$ cat config.mk
export PLATFORM = sky130hd
export DESIGN_NAME = input_conditioner_flat
export DESIGN_NICKNAME = d
export VERILOG_FILES = /design/src/rtl/input_cond_pkg.sv /design/src/rtl/input_conditioner_if.sv /design/src/rtl/debounce_channel.sv /design/src/rtl/input_conditioner.sv /design/src/flat_wrapper.sv
export SDC_FILE = /design/constraint.sdc
export NUM_CORES = 1
export LEC_CHECK = 0
export ABC_CLOCK_PERIOD_IN_PS = 13800
export CORE_MARGIN = 1.5
export CORE_UTILIZATION = 45
export DETAILED_ROUTE_END_ITERATION = 10
export MAX_ROUTING_LAYER = met4
export PLACE_DENSITY_LB_ADDON = 0.2
export SLEW_MARGIN = 20
export SYNTH_ARGS = -nofsm -noshare
export SYNTH_HDL_FRONTEND = slang
export SYNTH_SLANG_ARGS = --single-unit
$ cat constraint.sdc
create_clock -name clock -period 13.8 [get_ports clock]
set_input_delay 3.45 -clock clock [delete_from_list [all_inputs] [get_ports clock]]
set_output_delay 3.45 -clock clock [all_outputs]
set_load 0.05 [all_outputs]
$ cat src/rtl/input_cond_pkg.sv
// Shared defaults and width helpers for the input conditioner slice.
package input_cond_pkg;

  localparam int unsigned DEF_CHANNELS        = 16;
  localparam int unsigned DEF_SYNC_STAGES     = 2;
  localparam int unsigned DEF_DEBOUNCE_CYCLES = 1000;
  localparam logic        DEF_RESET_LEVEL     = 1'b0;

  // Width of a channel index; never narrower than one bit.
  function automatic int unsigned idx_width(input int unsigned channels);
    return (channels <= 2) ? 1 : $clog2(channels);
  endfunction

  // Width of the debounce counter, which counts 0 .. DEBOUNCE_CYCLES-1.
  function automatic int unsigned cnt_width(input int unsigned cycles);
    return (cycles <= 2) ? 1 : $clog2(cycles);
  endfunction

endpackage

$ cat src/rtl/input_conditioner_if.sv
// Valid/ready event handshake carrying the channel index and edge direction.
interface input_conditioner_if #(
  parameter int unsigned IDX_W = 4
);
  logic             evt_valid;
  logic             evt_ready;
  logic [IDX_W-1:0] evt_channel;
  logic             evt_rising;

  modport master (output evt_valid, output evt_channel, output evt_rising, input evt_ready);
  modport slave  (input evt_valid, input evt_channel, input evt_rising, output evt_ready);
endinterface

$ cat src/rtl/debounce_channel.sv
// One channel: synchronizer chain, stability counter, edge strobes.
module debounce_channel
  import input_cond_pkg::*;
#(
  parameter int unsigned SYNC_STAGES     = DEF_SYNC_STAGES,
  parameter int unsigned DEBOUNCE_CYCLES = DEF_DEBOUNCE_CYCLES,
  parameter logic        RESET_LEVEL     = DEF_RESET_LEVEL
) (
  input  logic clock,
  input  logic reset,
  input  logic raw,
  output logic level,
  output logic rise,
  output logic fall,
  output logic change
);

  localparam int unsigned CNT_W = cnt_width(DEBOUNCE_CYCLES);
  localparam logic [CNT_W-1:0] CNT_LAST = CNT_W'(DEBOUNCE_CYCLES - 1);

  logic [SYNC_STAGES-1:0] sync;
  logic [CNT_W-1:0]       count;
  logic                   s;

  assign s = sync[SYNC_STAGES-1];

  // Change is accepted on the edge where a mismatch has persisted long enough.
  assign change = (s != level) && (count == CNT_LAST);

  // Synchronizer shift chain.
  always_ff @(posedge clock or posedge reset) begin
    if (reset) sync <= {SYNC_STAGES{RESET_LEVEL}};
    else       sync <= {sync[SYNC_STAGES-2:0], raw};
  end

  // Stability counter and debounced level with one-cycle edge strobes.
  always_ff @(posedge clock or posedge reset) begin
    if (reset) begin
      count <= '0;
      level <= RESET_LEVEL;
      rise  <= 1'b0;
      fall  <= 1'b0;
    end else begin
      rise <= change && !level;
      fall <= change && level;
      if (change) begin
        level <= ~level;
        count <= '0;
      end else if (s == level) begin
        count <= '0;
      end else begin
        count <= count + CNT_W'(1);
      end
    end
  end

endmodule

$ cat src/rtl/input_conditioner.sv
// Debounces CHANNELS raw inputs and serialises accepted changes as events.
module input_conditioner
  import input_cond_pkg::*;
#(
  parameter int unsigned CHANNELS        = DEF_CHANNELS,
  parameter int unsigned SYNC_STAGES     = DEF_SYNC_STAGES,
  parameter int unsigned DEBOUNCE_CYCLES = DEF_DEBOUNCE_CYCLES,
  parameter logic        RESET_LEVEL     = DEF_RESET_LEVEL
) (
  input  logic                clock,
  input  logic                reset,
  input  logic [CHANNELS-1:0] raw_in,
  output logic [CHANNELS-1:0] level_out,
  output logic [CHANNELS-1:0] rise_pulse,
  output logic [CHANNELS-1:0] fall_pulse,
  output logic [CHANNELS-1:0] pending,
  output logic                overflow,
  input_conditioner_if.master evt
);

  localparam int unsigned IDX_W = idx_width(CHANNELS);

  logic [CHANNELS-1:0] change;
  logic [CHANNELS-1:0] dir;
  logic [CHANNELS-1:0] dir_next;
  logic [CHANNELS-1:0] clear;
  logic [CHANNELS-1:0] avail;
  logic [IDX_W-1:0]    sel;
  logic                found;
  logic                accept;

  for (genvar i = 0; i < CHANNELS; i++) begin : g_ch
    debounce_channel #(
      .SYNC_STAGES    (SYNC_STAGES),
      .DEBOUNCE_CYCLES(DEBOUNCE_CYCLES),
      .RESET_LEVEL    (RESET_LEVEL)
    ) u_ch (
      .clock (clock),
      .reset (reset),
      .raw   (raw_in[i]),
      .level (level_out[i]),
      .rise  (rise_pulse[i]),
      .fall  (fall_pulse[i]),
      .change(change[i])
    );
  end

  assign accept = evt.evt_valid && evt.evt_ready;

  // Acceptance clear mask, next direction, and lowest-index selection among
  // pending bits that survive this edge. Selection ignores bits being set on
  // this same edge so a new event appears one cycle after its pending bit.
  always_comb begin
    clear = '0;
    if (accept) clear[evt.evt_channel] = 1'b1;
    dir_next = (dir & ~change) | (~level_out & change);
    avail    = pending & ~clear;
    sel      = '0;
    found    = 1'b0;
    for (int unsigned i = 0; i < CHANNELS; i++) begin
      if (avail[i] && !found) begin
        found = 1'b1;
        sel   = IDX_W'(i);
      end
    end
  end

  // Pending/direction bookkeeping, sticky overflow and the event register.
  always_ff @(posedge clock or posedge reset) begin
    if (reset) begin
      pending         <= '0;
      dir             <= '0;
      overflow        <= 1'b0;
      evt.evt_valid   <= 1'b0;
      evt.evt_channel <= '0;
      evt.evt_rising  <= 1'b0;
    end else begin
      pending  <= avail | change;
      dir      <= dir_next;
      overflow <= overflow | (|(change & avail));
      if (!evt.evt_valid || accept) begin
        evt.evt_valid   <= found;
        evt.evt_channel <= found ? sel : '0;
        evt.evt_rising  <= found ? dir_next[sel] : 1'b0;
      end else begin
        // Held event: channel frozen, direction follows an overwrite.
        evt.evt_rising <= dir_next[evt.evt_channel];
      end
    end
  end

endmodule

$ cat src/flat_wrapper.sv
// flat-port wrapper written by rule: the top's interface ports become plain ports
module input_conditioner_flat import input_cond_pkg::*;
#(
  parameter int unsigned CHANNELS        = DEF_CHANNELS,
  parameter int unsigned SYNC_STAGES     = DEF_SYNC_STAGES,
  parameter int unsigned DEBOUNCE_CYCLES = DEF_DEBOUNCE_CYCLES,
  parameter logic        RESET_LEVEL     = DEF_RESET_LEVEL
)
  (clock, reset, raw_in, level_out, rise_pulse, fall_pulse, pending, overflow, evt_evt_valid, evt_evt_channel, evt_evt_rising, evt_evt_ready);
  input_conditioner_if #(.IDX_W(4)) evt_i ();
  input  logic clock;
  input  logic reset;
  input  logic [CHANNELS-1:0] raw_in;
  output logic [CHANNELS-1:0] level_out;
  output logic [CHANNELS-1:0] rise_pulse;
  output logic [CHANNELS-1:0] fall_pulse;
  output logic [CHANNELS-1:0] pending;
  output logic overflow;
  output wire logic [$bits(evt_i.evt_valid)-1:0] evt_evt_valid;
  output wire logic [$bits(evt_i.evt_channel)-1:0] evt_evt_channel;
  output wire logic [$bits(evt_i.evt_rising)-1:0] evt_evt_rising;
  input wire logic [$bits(evt_i.evt_ready)-1:0] evt_evt_ready;
  assign evt_evt_valid = evt_i.evt_valid;
  assign evt_evt_channel = evt_i.evt_channel;
  assign evt_evt_rising = evt_i.evt_rising;
  assign evt_i.evt_ready = evt_evt_ready;
  input_conditioner #(.CHANNELS(CHANNELS), .SYNC_STAGES(SYNC_STAGES), .DEBOUNCE_CYCLES(DEBOUNCE_CYCLES), .RESET_LEVEL(RESET_LEVEL)) u_core (.clock(clock), .reset(reset), .raw_in(raw_in), .level_out(level_out), .rise_pulse(rise_pulse), .fall_pulse(fall_pulse), .pending(pending), .overflow(overflow), .evt(evt_i));
endmodule
* Yosys cells after proc, flatten, opt, wreduce, memory -nomap -nowiden
Cells that the tools add are included.
Word-level totals: bits in registers 279, output and inout bits 71, word-level logic and storage cells 351, input port bits 19
Cells by class: bitwise logic cells 26, $lt $le $gt $ge 3, equality and inequality tests 48, add/subtract/negate cells 16, multiplexer cells 73, reduce and logical (&&, ||, !) cells 99
Operators by type and width (number):
- $mux 10 | 32
- $add 10x1->10 const B | 16
- $eq 10x10->1 const B | 16
- $logic_and 1x1->1 | 65
- $and 16x16->16 | 4
- $not 16->16 | 3
- $mux 4 | 9
- $logic_not 1->1 | 32
- $or 16x16->16 | 2
- $mux 1 | 22
- $eq 1x1->1 | 16
- $mux 16 | 1
- $ne 1x1->1 | 16
- $not 1->1 | 16
- $reduce_or 16->1 | 1
- $mux 3 | 4
- $lt 4x5->1 const B | 2
- $bmux 1 s4 | 2
- $demux 1 s4 | 1
- $ge 4x1->1 const B | 1
- $mux 2 | 2
- $logic_or 1x1->1 | 1
- $or 1x1->1 | 1

* Depth between registers and ports, before layout
depth after elaboration 57, gate-level depth with buffers 12, depth with buffers taken out 10

* Cells and area by module
A second synthesis with hierarchy kept.
Unflattened totals: cells, all modules 1159, area total of the unflattened synthesis 12841.1 um2
By module, submodules not included:
- debounce_channel | area an instance 661.9 um2, seq. area each 375.4 um2, instances 16, cells an instance 59
- input_conditioner | area an instance 2250.9 um2, seq. area each 975.9 um2, instances 1, cells an instance 215

* Worst setup path after synthesis
No wires, ideal clock.
path kind input-to-reg, start point input port evt_evt_ready, end point register u_core.evt.evt_rising, required time 13.668 ns, library setup time 0.132 ns, path buffers 2, arrival 5.490 ns, stages 11, slack 8.178 ns, path through buf_2 -> nand4b_1 -> o32a_1 -> nor2_1 -> nand2_1 -> o31ai_1 -> buf_2 -> mux2i_1 -> mux2_2 -> a2bb2oi_1 -> o211ai_1
Between the ends: word-level cells in the longest chain between the ends 54, elaborated cells on any way between the ends 70, classes of those cells mux: 36; bitwise: 2; reduce/logical: 32
Ends and longest elaborated chain:
- start: declaration | RTL line flat_wrapper.sv:22 | input wire logic [$bits(evt_i.evt_ready)-1:0] evt_evt_ready;
- $logic_and 1x1->1 * | RTL line input_conditioner.sv:48 | assign accept = evt.evt_valid && evt.evt_ready;
- $mux 16 | RTL line input_conditioner.sv:55 | if (accept) clear[evt.evt_channel] = 1'b1;
- $not 16->16 | RTL line input_conditioner.sv:57 | avail = pending & ~clear;
- $and 16x16->16 | RTL line input_conditioner.sv:57
- $mux 1 | RTL line input_conditioner.sv:61 | if (avail[i] && !found) begin
- $logic_not 1->1 | RTL line input_conditioner.sv:61
- $logic_and 1x1->1 | RTL line input_conditioner.sv:61
- $mux 1 | RTL line input_conditioner.sv:61
- [38 not listed]
- $mux 1 | RTL line input_conditioner.sv:61
- $logic_not 1->1 | RTL line input_conditioner.sv:61
- $logic_and 1x1->1 | RTL line input_conditioner.sv:61
- $mux 4 | RTL line input_conditioner.sv:61
- $bmux 1 s4 | RTL line input_conditioner.sv:84 | evt.evt_rising <= found ? dir_next[sel] : 1'b0;
- $mux 1 (implied by the code) | RTL line input_conditioner.sv:84
- $mux 1 | RTL line input_conditioner.sv:84
- $mux 1 * | RTL line input_conditioner.sv:81 | if (!evt.evt_valid || accept) begin
- end signal: assignment | RTL line input_conditioner.sv:84
- end signal: assignment | RTL line input_conditioner.sv:87 | evt.evt_rising <= dir_next[evt.evt_channel];
- end: declaration | RTL line input_conditioner_if.sv:10 | modport master (output evt_valid, output evt_channel, output evt_rising, input evt_ready);
Every way passes the cells marked *; elsewhere a longest branch is shown, timed or not. The select of a mux whose other input is x is not followed. A chain may end at the register's enable or synchronous reset.

* Final worst setup path
Same ends and word-level chain as after synthesis.

==> impl_results.md <==
* Status: finished clean
* Placement Rows at 61
* Most common cell in the netlist: dfrtp_1
* Hold Vio Cnt, Final at 0
* Initial Util at 0.455
* Final Skew at 12.4 ps
* Post-Place Cell Area at 13500 µm²
* Ys flop type: dfrtp_1
* Share of cells above drive strength 1 at 0.0522
* Largest net degree at the start of global routing at 148
* Register area at 6980 µm²
* Final wirelength at 25000 µm
* Multi-input logic area at 5040 µm²
* Slew @ Worst Pin at 952 ps
* Critical Path RT at 14220 ps
* Leakage at 6.67 nW
* Critical Path Fanout Max at 10
* Number of flops mapped to enable cells by yosys at 0
* Grt total ovfl at 0
* CTS Hold Bufs at 0
* Power density over the cells at 150 nW/µm²
* Initial DRC count at 451
* Clk root buf: clkbuf_16
* Final Setup Violations at 0
* Fmax at 169 MHz
* Worst skew pair latency at 550 ps
* Worst Setup Start Kind: input port
* Net Count, Synth at 1227
* PortBufs at 89
* PostCTS Resize Cnt at 0
* WL/cell at 15.2 µm
* Unrepaired setup endpoints after global routing: no
* DP HPWL at 17100 µm
* Die Width at 170 µm
* Setup repair bufs after CTS at 0
* Dominant cell type by area after synthesis: dfrtp_1
* CP arrival at 6340 ps
* Clk sinks at 279
* First-pass GRT wire length at 42000 µm
* Antenna violations before repair at 1
* Synth unique cells at 56
* Clock Pin Slew Worst Setup and Hold Paths at 60 ps
* Worst relative slew slack at 0.366
* Flops & latches, synth at 279
* P&R area growth vs syn at 15.6%
* DRC at 0
* Cells after synthesis at 1192
* Overall Global Routing Usage at 0.185
* WHS at 345 ps
* Die area at 29000 µm²
* Kind of critical path: in -> reg
* Chip height at 170 µm
* FFs w/ async S/R, synth at 1.00
* Final Max Tran Viols at 0
* Top cells by area, synth: dfrtp_1 (55%), nor2_1 (6.5%), xnor2_1 (6.4%)
* Crit end category: flip-flop
* Post-route minimum period at 5920 ps
* Top Ports at 90
* CTS Buf Count at 30
* Setup total negative slack at 0 ps
* Yosys top cell area share at 0.554
* Seq/Total Area, Yosys at 0.554
* Tcrit/Tclk final at 0.429
* Final nets at 1278
* Syn avg cell area at 10.6 µm²
* Clock Tree Buf Depth at 3
* Most common library cells after synthesis: dfrtp_1 (279), nor2_1 (219), xnor2_1 (92)
* Ys Warns at 0
* Vias in the first global route at 8056
* Drt first pass iters at 5
* Worst hold path type: reg -> reg
* DR vias/cell at 5.12
* Synth Cell Area at 12600 µm²
* Fill count at 2496
* Post-route ant nets at 0
* DR vias at 8416
* H-tree depth at 1
* Core ar. at 27700 µm²
* VDD IR-drop max at 0.0920 mV
* Fin area at 14600 µm²
* Max-cap violations at 0
* CTS tree: done
* Final GP Congestion at 0.872
## state kept, by name, indices dropped and copies added (netlist names)
name	count
u_core.g_ch.u_ch.count	160
u_core.g_ch.u_ch.rise	16
u_core.overflow	1
u_core.dir	16
u_core.g_ch.u_ch.fall	16
u_core.g_ch.u_ch.sync	32
u_core.pending	16
u_core.g_ch.u_ch.level	16
u_core.evt.evt_rising	1
u_core.evt.evt_channel	4
u_core.evt.evt_valid	1
## routing by layer
layer	vias up	GRT usage	routed length, µm
met4	0	0.0535	705
met1	4111	0.258	11800
li1	4082	-	-
met3	50	0.0305	1170
met2	173	0.277	11300
met5	-	-	0
## worst max-delay path: stages
cell,delay (ps)
clkdlybuf4s50_1,700
nand4bb_1,390
o31ai_2,490
nand2_1,170
o31ai_1,280
buf_4,240
mux2i_1,200
mux2_2,170
a2bb2oi_1,140
o211ai_1,100
## through the flow
step | instances | util | total power, mW | setup slack (ps)
5_1_grt | 1643 | 0.526 | 2.29 | 7670
3_3_place_gp | 1588 | 0.488 | 1.39 | 7320
6_report | 1643 | 0.526 | 2.19 | 7880
2_1_floorplan | 1192 | - | 1.25 | 2660
3_5_place_dp | 1588 | 0.488 | 1.40 | 7280
4_1_cts | 1641 | 0.525 | 2.21 | 7860
## area by class of cell
class / instances / share of cell area
Antenna cell: 1 / 0.000172
Clock buffer: 42 / 0.0616
Clock inverter: 11 / 0.00756
Inverter: 27 / 0.00747
Multi-Input combinational cell: 811 / 0.346
Sequential cell: 279 / 0.479
Tap cell: 378 / 0.0325
Timing Repair Buffer: 94 / 0.0651
## final timing paths
path	startpoint	to	slack (ps)	cells after the start
min reg2reg	u_core.g_ch[0].u_ch.sync[0]	u_core.g_ch[0].u_ch.sync[1]	350	0
max reg2reg	u_core.evt.evt_channel[1]	u_core.evt.evt_rising	10690	10
max in group asynchronous	reset	u_core.g_ch[10].u_ch.count[6]	8600	4
min	u_core.g_ch[0].u_ch.sync[0]	u_core.g_ch[0].u_ch.sync[1]	350	0
min in group asynchronous	reset	u_core.g_ch[11].u_ch.fall	3280	2
max	evt_evt_ready	u_core.evt.evt_rising	7880	10
## placed cells by master (no fill, tap or decap), drive strengths merged, types with 9 or more instances in the layout
master | synthesis | routed
dfrtp | 279 | 279
nor2 | 219 | 219
xnor2 | 92 | 92
clkdlybuf4s50 | 0 | 89
nand2 | 84 | 84
and3 | 74 | 74
xor2 | 65 | 65
nand3 | 65 | 65
clkbuf | 15 | 42
inv | 27 | 27
o21ai | 27 | 27
mux2i | 21 | 21
nor4bb | 19 | 19
ha | 16 | 16
nand4 | 13 | 13
a21oi | 11 | 11
a21o | 9 | 9
o22ai | 9 | 9
## cell families after synthesis
logic type      synth area share
buf+inv                   0.0458
compound gates            0.0447
simple gates               0.201
mux                       0.0292
xor+xnor                   0.109
flops                      0.554
fa+ha+maj                 0.0159
## report_power, final
part | internal (mW) | switching [mW]
Sequential | 0.859 | 0.0778
Combinational | 0.166 | 0.279
Clock | 0.486 | 0.319
Power figures use the tool's default switching activity.
